File: config.mk
export PLATFORM = sky130hd
export DESIGN_NAME = traffic_light_controller
export DESIGN_NICKNAME = d
export VERILOG_FILES = /design/src/rtl/traffic_light_controller.sv
export SDC_FILE = /design/constraint.sdc
export NUM_CORES = 1
export LEC_CHECK = 0
export CAP_MARGIN = 20
export CORE_MARGIN = 2
export CORE_UTILIZATION = 56
export DETAILED_ROUTE_END_ITERATION = 12
export PLACE_DENSITY = 0.79
export SYNTH_ARGS = -nofsm -noshare
export SYNTH_HDL_FRONTEND = slang
export SYNTH_SLANG_ARGS = --single-unit
File: constraint.sdc
create_clock -name clk_div_1hz -period 4.5 [get_ports clk_div_1hz]
set_clock_uncertainty 0.15 [all_clocks]
set_input_delay 0.9 -clock clk_div_1hz [delete_from_list [all_inputs] [get_ports clk_div_1hz]]
set_output_delay 0.9 -clock clk_div_1hz [all_outputs]
set_load 0.05 [all_outputs]
File: src/rtl/traffic_light_controller.sv
// ---------------------------------------------------------------------------
// traffic_light_controller
//
// Phase sequencer for the red/green light. It steps the light through
// GREEN -> YELLOW -> RED -> GREEN with a fixed length per phase and counts
// down the ticks left in the current phase. One clock edge is one second.
// A pedestrian request cuts a long GREEN short. An optional night blink
// mode flashes YELLOW.
//
// Optional feature macro: NIGHT_MODE_EN
//   defined   : builds the BLINK phase, which is driven by night_mode
//   undefined : night_mode is ignored and state never shows NONE
//
// Parameters:
//   GREEN_TIME    - GREEN length in ticks (1..99)
//   YELLOW_TIME   - YELLOW length in ticks (1..99)
//   RED_TIME      - RED length in ticks (1..99)
//   PED_MIN_GREEN - GREEN remaining-time cap on a pedestrian request
//
// Ports:
//   clk_div_1hz - the only clock, one tick per second
//   rst         - synchronous active-high reset
//   ped_req     - pedestrian button, level-sampled on every edge
//   night_mode  - night blink request (only used with NIGHT_MODE_EN)
//   state       - RED=00, YELLOW=01, GREEN=10, NONE=11 (registered)
//   count_tens  - BCD tens digit of the remaining ticks (registered)
//   count_ones  - BCD ones digit of the remaining ticks (registered)
//   ped_ack     - one-cycle pulse when a request shortens GREEN (registered)
// ---------------------------------------------------------------------------
module traffic_light_controller #(
    parameter int GREEN_TIME    = 10,
    parameter int YELLOW_TIME   = 3,
    parameter int RED_TIME      = 15,
    parameter int PED_MIN_GREEN = 5
) (
    input  logic       clk_div_1hz,
    input  logic       rst,
    input  logic       ped_req,
    input  logic       night_mode,
    output logic [1:0] state,
    output logic [3:0] count_tens,
    output logic [3:0] count_ones,
    output logic       ped_ack
);

    typedef enum logic [1:0] {
        PH_RED,
        PH_YELLOW,
        PH_GREEN
`ifdef NIGHT_MODE_EN
        , PH_BLINK
`endif
    } phase_t;

    localparam logic [6:0] LP_GREEN   = 7'(GREEN_TIME);
    localparam logic [6:0] LP_YELLOW  = 7'(YELLOW_TIME);
    localparam logic [6:0] LP_RED     = 7'(RED_TIME);
    localparam logic [6:0] LP_PED_MIN = 7'(PED_MIN_GREEN);

    phase_t     r_phase;
    logic [6:0] r_remaining;
    logic       r_pedPending;

    phase_t     w_phaseNext;
    logic [6:0] w_remNext;
    logic       w_pendNext;
    logic       w_ackNext;
    logic [1:0] w_stateNext;

`ifdef NIGHT_MODE_EN
    // blink_phase: 0 shows YELLOW, 1 shows NONE
    logic r_blinkPhase;
    logic w_blinkNext;
`else
    logic w_unusedNight;
    assign w_unusedNight = night_mode;
`endif

    // Next-state logic. Night entry and exit take priority over the normal
    // phase sequence. Inside a phase, the phase-end reload beats a
    // pedestrian truncation.
    always_comb begin
        w_phaseNext = r_phase;
        w_remNext   = r_remaining;
        w_pendNext  = r_pedPending;
        w_ackNext   = 1'b0;
`ifdef NIGHT_MODE_EN
        w_blinkNext = r_blinkPhase;
        if (r_phase == PH_BLINK) begin
            if (night_mode) begin
                w_blinkNext = ~r_blinkPhase;
            end else begin
                w_phaseNext = PH_RED;
                w_remNext   = LP_RED;
                w_blinkNext = 1'b0;
            end
        end else if (night_mode) begin
            w_phaseNext = PH_BLINK;
            w_remNext   = 7'd0;
            w_pendNext  = 1'b0;
            w_blinkNext = 1'b0;
        end else
`endif
        begin
            case (r_phase)
                PH_GREEN: begin
                    // A request that cannot shorten GREEN is dropped rather
                    // than held over, so pending always clears here.
                    w_pendNext = 1'b0;
                    if (r_remaining == 7'd1) begin
                        w_phaseNext = PH_YELLOW;
                        w_remNext   = LP_YELLOW;
                    end else if ((ped_req || r_pedPending) &&
                                 (r_remaining > LP_PED_MIN)) begin
                        w_remNext = LP_PED_MIN;
                        w_ackNext = 1'b1;
                    end else begin
                        w_remNext = r_remaining - 7'd1;
                    end
                end
                PH_YELLOW: begin
                    if (ped_req) w_pendNext = 1'b1;
                    if (r_remaining == 7'd1) begin
                        w_phaseNext = PH_RED;
                        w_remNext   = LP_RED;
                    end else begin
                        w_remNext = r_remaining - 7'd1;
                    end
                end
                PH_RED: begin
                    if (ped_req) w_pendNext = 1'b1;
                    if (r_remaining == 7'd1) begin
                        w_phaseNext = PH_GREEN;
                        w_remNext   = LP_GREEN;
                    end else begin
                        w_remNext = r_remaining - 7'd1;
                    end
                end
                default: begin
                    w_phaseNext = PH_RED;
                    w_remNext   = LP_RED;
                    w_pendNext  = 1'b0;
                end
            endcase
        end
    end

    // Light encoding is computed from the next phase so the registered
    // state and the registered count always change on the same edge.
    always_comb begin
        w_stateNext = 2'b00;
        case (w_phaseNext)
            PH_RED:    w_stateNext = 2'b00;
            PH_YELLOW: w_stateNext = 2'b01;
            PH_GREEN:  w_stateNext = 2'b10;
`ifdef NIGHT_MODE_EN
            PH_BLINK:  w_stateNext = w_blinkNext ? 2'b11 : 2'b01;
`endif
            default:   w_stateNext = 2'b00;
        endcase
    end

    // State and output registers; reset returns to the start of RED.
    always_ff @(posedge clk_div_1hz) begin
        if (rst) begin
            r_phase      <= PH_RED;
            r_remaining  <= LP_RED;
            r_pedPending <= 1'b0;
            ped_ack      <= 1'b0;
            state        <= 2'b00;
            count_tens   <= 4'(RED_TIME / 10);
            count_ones   <= 4'(RED_TIME % 10);
`ifdef NIGHT_MODE_EN
            r_blinkPhase <= 1'b0;
`endif
        end else begin
            r_phase      <= w_phaseNext;
            r_remaining  <= w_remNext;
            r_pedPending <= w_pendNext;
            ped_ack      <= w_ackNext;
            state        <= w_stateNext;
            count_tens   <= 4'(w_remNext / 7'd10);
            count_ones   <= 4'(w_remNext % 7'd10);
`ifdef NIGHT_MODE_EN
            r_blinkPhase <= w_blinkNext;
`endif
        end
    end

endmodule

# Yosys cells after proc, flatten, opt, wreduce, memory -nomap -nowiden
# Index checks and enable logic that the tools add are counted.
[op_classes]
n_bitwise = 2
n_reduce_logical = 6
mux = 11
n_eq_ne = 5
add_sub_neg = 1
n_lt_le_gt_ge = 1
div_mod_pow = 2
[op_table]
columns = ["cell", "n"]
rows = [
  ["7-bit two-way mux", 4],
  ["7-bit one-hot mux with 3 select lines", 1],
  ["7-bit by 4-bit divider with 7-bit output, second input constant", 1],
  ["7-bit by 1-bit == test with 1-bit output, second input constant", 1],
  ["7-bit by 3-bit greater-than comparator with 1-bit output, second input constant", 1],
  ["7-bit by 4-bit modulo with 7-bit output, second input constant", 1],
  ["7-bit by 1-bit subtractor with 7-bit output, second input constant", 1],
  ["2-bit two-way mux", 3],
  ["2-bit one-hot mux with 3 select lines", 1],
  ["2-bit by 1-bit == test with 1-bit output, second input constant", 2],
  ["2-bit == test, second input constant", 2],
  ["2-bit one-hot mux with 2 select lines", 1],
  ["2-bit OR reduction", 2],
  ["3-bit OR reduction", 1],
  ["2-bit logical NOT", 1],
  ["1-bit inverter", 2],
  ["1-bit logical AND", 1],
  ["1-bit logical OR", 1],
  ["1-bit two-way mux", 1],
]
[totals]
wordCells = 35
input_bits = 4
reg_bits = 21

# Depth between registers and ports, before layout
[depth]
depth_word = 6
mapped_depth = 19

# Worst setup path after synthesis
# No wires, ideal clock.
[synth_timing]
kind = "register to register"
startpoint = "register, netlist name count_ones[0]"
endpoint = "register count_ones[2]"
path_stages_with_launch = 17
synth_period_minus_slack_ns = 4.093
setup_slack_ns = 0.407
t_arrival_ns = 3.812
required_ns = 4.219
setup_time_ns = 0.131
n_path_buf = 0
path_cell_list = "dfxtp_1 -> ha_1 -> or4b_4 -> a2bb2oi_1 -> o32ai_1 -> inv_1 -> ha_1 -> or3_1 -> a211o_1 -> o211a_2 -> nor2b_1 -> a211oi_1 -> ha_1 -> and2_1 -> o31ai_1 -> a21boi_4 -> mux2i_1"
[synth_lines]
columns = ["element", "line", "source"]
rows = [
  ["end signal: assignment", "172", "count_ones <= 4'(RED_TIME % 10);"],
  ["end signal: assignment", "183", "count_ones <= 4'(w_remNext % 7'd10);"],
  ["end: declaration", "42", "output logic [3:0] count_ones,"],
]

# Final worst setup path
[layout_timing]
startpoint = "register r_remaining[1]"
endpoint = "register count_ones[2]"
[layout_via]
elab_chain_cells = 6
word_cells_on_any_way = 10
classes_between = "1 x add/sub; 1 x div; 1 x order compare; 1 x eq/ne; 5 x mux; 1 x reduce/logical"
[layout_lines]
columns = ["element", "line", "source"]
rows = [
  ["start: declaration", "61", "logic [6:0] r_remaining;"],
  ["start signal: assignment", "178", "r_remaining <= w_remNext;"],
  ["7-bit by 3-bit greater-than comparator with 1-bit output", "114", "(r_remaining > LP_PED_MIN)) begin"],
  ["1-bit logical AND", "113", "end else if ((ped_req || r_pedPending) &&"],
  ["7-bit two-way mux", "113", ""],
  ["7-bit two-way mux", "110", "if (r_remaining == 7'd1) begin"],
  ["7-bit one-hot mux with 3 select lines (*)", "105", "case (r_phase)"],
  ["7-bit by 4-bit modulo with 7-bit output (*)", "183", ""],
]
# Mark *: on every way between the ends. The rest lies on a longest branch, timed or not.
# A chain may end at the register's enable or synchronous reset.

==> results.yml <==
pwr:
  powerDensity_nw_per_um2: 272.3
  finalPower_uw: 457.6
  max-vdd-ir-drop_mv: 0.2510
  leakage_uw: 0.0006786
sta:
  hold_viol: 0
  maxSlewHeadroom_pct: 50.21
  setup_tns_ns: 0
  rsz0062_at_grt: "no"
  clock.fmax_mhz: 242.3
  finalCritPeriodShare_pct: 91.73
  worstMarginPinSlew_ns: 0.7445
  finalSetupViolations: 0
  worst_slack_ns: 0.3723
  final_max_slew_viol_count: 0
  fin_crit_ns: 4.128
yosys:
  ys.flop_type: "dfxtp_1"
  synth-seq-area-share_pct: 27.44
  synth-edff-count: 0
  synth.largest_area_cell: "dfxtp_1"
  synth_top_family_by_area: "compound AO/OA/AOI/OAI gates"
  syn_area_sq_um: 1459
  yosysMostFrequentCell: "dfxtp_1"
  synth_common_cells: "dfxtp_1 (20), nor2_1 (13), nand2_1 (11), a21oi_1 (10), nor3_1 (9)"
  netlist_instances: 173
  synth_compound_area_share_pct: 29.50
  synth.net_count: 181
  synth_simple_gate_area_share_pct: 26.59
  ys_seq_elements: 20
  synth-xor-area-share_pct: 3.002
  avgSynthCellArea_sq_um: 8.433
  synth_area_leaders: "dfxtp_1 (27%), a21oi_1 (3.4%), ha_1 (3.4%)"
  yosys_warnings: 0
  synth_adder_area_share_pct: 3.431
  yosysTopAreaCellShare_pct: 27.44
  ys_types: 63
  synth_mux_area_share_pct: 2.058
  async_flop_share_pct: 0
setup_path:
  path_class: "reg -> reg"
  timing.rr.start: "r_remaining[1]$_SDFF_PP1_"
  crit_arrival_ns: 4.17
  endpoint_kind: "register"
  start_kind: "register"
  rrSetupSlack_ns: 0.37
  r2r-end: "count_ones[2]$_SDFF_PP1_"
  reg2regPathDepth: 19
  cpMaxStageDelayCell: "dfxtp_1"
  critPathMaxStageDelay_ns: 0.44
  worstPathCellList: "inv_1 > ha_1 > o21bai_1 > a21boi_0 > o21ai_0 > a21oi_2 > nand2_1 > ha_1 > inv_1 > o21a_1 > o21bai_1 > a211oi_1 > nor2b_1 > a211oi_1 > ha_1 > and2_1 > o31ai_2 > a21boi_4 > mux2i_1"
  path_buf_inv: 2
  path_common_cell: "ha_1"
  crit_fanout: 5
  required_ns: 4.54
  crit_family: "compound AO/OA/AOI/OAI gates"
routing:
  wirelength_um: 3248
  drc: 0
  drt-wirelength-per-cell_um: 14.90
  avgViaCountPerCell: 6.101
  vias: 1330
  first_iter_violations: 24
  ant_nets: 0
  firstDrtPassIters: 4
clock_network:
  cts_root_buffer: "clkbuf_4"
  cts_buffer_depth: 2
  cts_tree: "yes"
  cts.clk_slew.worst_paths_ns: 0.11
  cts_inserted_buffers: 3
  clock_sinks: 20
  hold_buffers: 0
  cts_htree_levels: 1
  clk_latency_ns: 0.31
grt:
  busiest_layer: "met2"
  antenna_found_initial: 0
  grt.overflow.total: 0
  grtUsageMet3_pct: 3.495
  grt_pass1_vias: 1228
  grt_usage_pct: 24.44
  grt_start_max_net_pins: 22
  use_met1_pct: 32.62
  grt_pass1_wl_um: 5347
  met2_usage_pct: 39.88
floorplanning:
  ios: 15
  die_area_sq_um: 3029
  rows: 18
  die_x_um: 55.04
  start_util_pct: 58.89
  core_area_sq_um: 2477
  die_h_um: 55.04
final_layout:
  nets: 197
  layout-drive-gt1-share_pct: 19.15
  multi_input_area_sq_um: 960.9
  syn_to_final_growth_pct: 15.18
  regArea_sq_um: 401.6
  num_antenna_cells: 0
  nFillCells: 219
  layout.cells.non_filler: 218
min_path:
  holdPathEnd: "count_ones[0]$_SDFF_PP1_"
  min_path_cells: 2
  hold_start: "count_ones[0]$_SDFF_PP1_"
  min_path_type: "reg -> reg"
placed_design:
  numPortBuffers: 13
  gp_congestion: 0.8901
  place.detailed.hpwl_um: 2395
  place_ws_ns: 0.006771
  placed_cells: 213
status:
  outcome: "complete, no violations"
run:
  maxCapViolCount: 0
-- sequential cells by signal, indices dropped and copies added, names as in the netlist --
name          cells
r_phase           2
ped_ack           1
state             2
r_remaining       6
count_ones        4
r_pedPending      1
count_tens        4
-- repair_timing --
| item | in CTS | in global routing |
|---|---|---|
| setup buffers | 0 | 1 |
| setup endpoints to repair | 0 | 4 |
| resized for setup | 0 | 5 |
-- final cells by class --
cell class                 count  area share (%)
clock buffer                   3           1.340
clock inverter                 1           1.787
inverter                       8           1.787
multi-input combinational    134           57.19
sequential                    20           23.90
tap                           30           2.234
timing repair buffer          22           11.76
-- routing by layer --
metal	vias up	wire length, um
met3	7	97
met1	635	1559
met2	26	1542
met4	0	48
li1	662	-
met5	-	0
-- power breakdown --
part | switching [uW] | total (uW) | internal [uW]
clock | 58.5 | 149 | 90.1
sequential | 7.85 | 195 | 187
combinational | 67.7 | 114 | 46.5
total | 134 | 458 | 323
-- cell usage in the layout, fill, tap and decap left out, drive strengths merged, types with 2 or more instances in the layout --
| cell type | n |
|---|---|
| a31oi | 2 |
| and2 | 3 |
| xnor2 | 3 |
| buf | 9 |
| o21a | 5 |
| ha | 4 |
| inv | 8 |
| nand3 | 4 |
| a211oi | 3 |
| o31ai | 3 |
| o311a | 2 |
| a21o | 3 |
| o21bai | 2 |
| nand4 | 2 |
| mux2i | 3 |
| nand2b | 4 |
| a2111oi | 2 |
| o211a | 2 |
| or2 | 4 |
| nor2 | 13 |
| clkbuf | 3 |
| o22ai | 2 |
| o21ai | 8 |
| or2b | 2 |
| o211ai | 3 |
| dfxtp | 20 |
| or3 | 4 |
| nor3b | 2 |
| nand2 | 11 |
| a21oi | 10 |
| clkdlybuf4s50 | 13 |
| xor2 | 2 |
| nor3 | 9 |
| a21boi | 3 |
-- through the flow --
stage	instance area [sq um]	hold WS, ns	utilization (%)
final	1680	0.4660	67.83
after global routing	1680	0.5154	67.83
after CTS	1653	0.4847	66.72
after detailed placement	1600	0.4637	64.60
after global placement	1600	0.4559	64.60
after floorplan	1459	0.3534	-
-- worst min-delay path, delay by kind of cell, from the launching register on --
kind | cells | cell delay, ns
AOI/OAI and AO/OA | 1 | 0.11
DFF | 1 | 0.38
and+or+nand+nor | 1 | 0.10
-- worst max path at each step --
stage / from / end / slack, ns / cells after the start
floorplan: count_ones[0]$_SDFF_PP1_ / count_ones[2]$_SDFF_PP1_ / 0.41 / 16
global placement: ped_req / count_ones[2]$_SDFF_PP1_ / 0.04 / 16
detailed placement: ped_req / count_ones[2]$_SDFF_PP1_ / 0.007 / 16
CTS: count_ones[0]$_SDFF_PP1_ / count_ones[2]$_SDFF_PP1_ / 0.14 / 19
global route: r_remaining[1]$_SDFF_PP1_ / count_ones[1]$_SDFF_PP0_ / 0.005 / 19
finish: r_remaining[1]$_SDFF_PP1_ / count_ones[2]$_SDFF_PP1_ / 0.37 / 19
-- cell families after synthesis --
family / count (synthesis)
multiplexers: 3
buffers and inverters: 19
flip-flops: 20
AND/OR/NAND/NOR: 66
adder cells (fa/ha/maj): 4
AO/OA/AOI/OAI: 56
XOR/XNOR: 5
No activity file was read; power rests on OpenSTA's default activity.
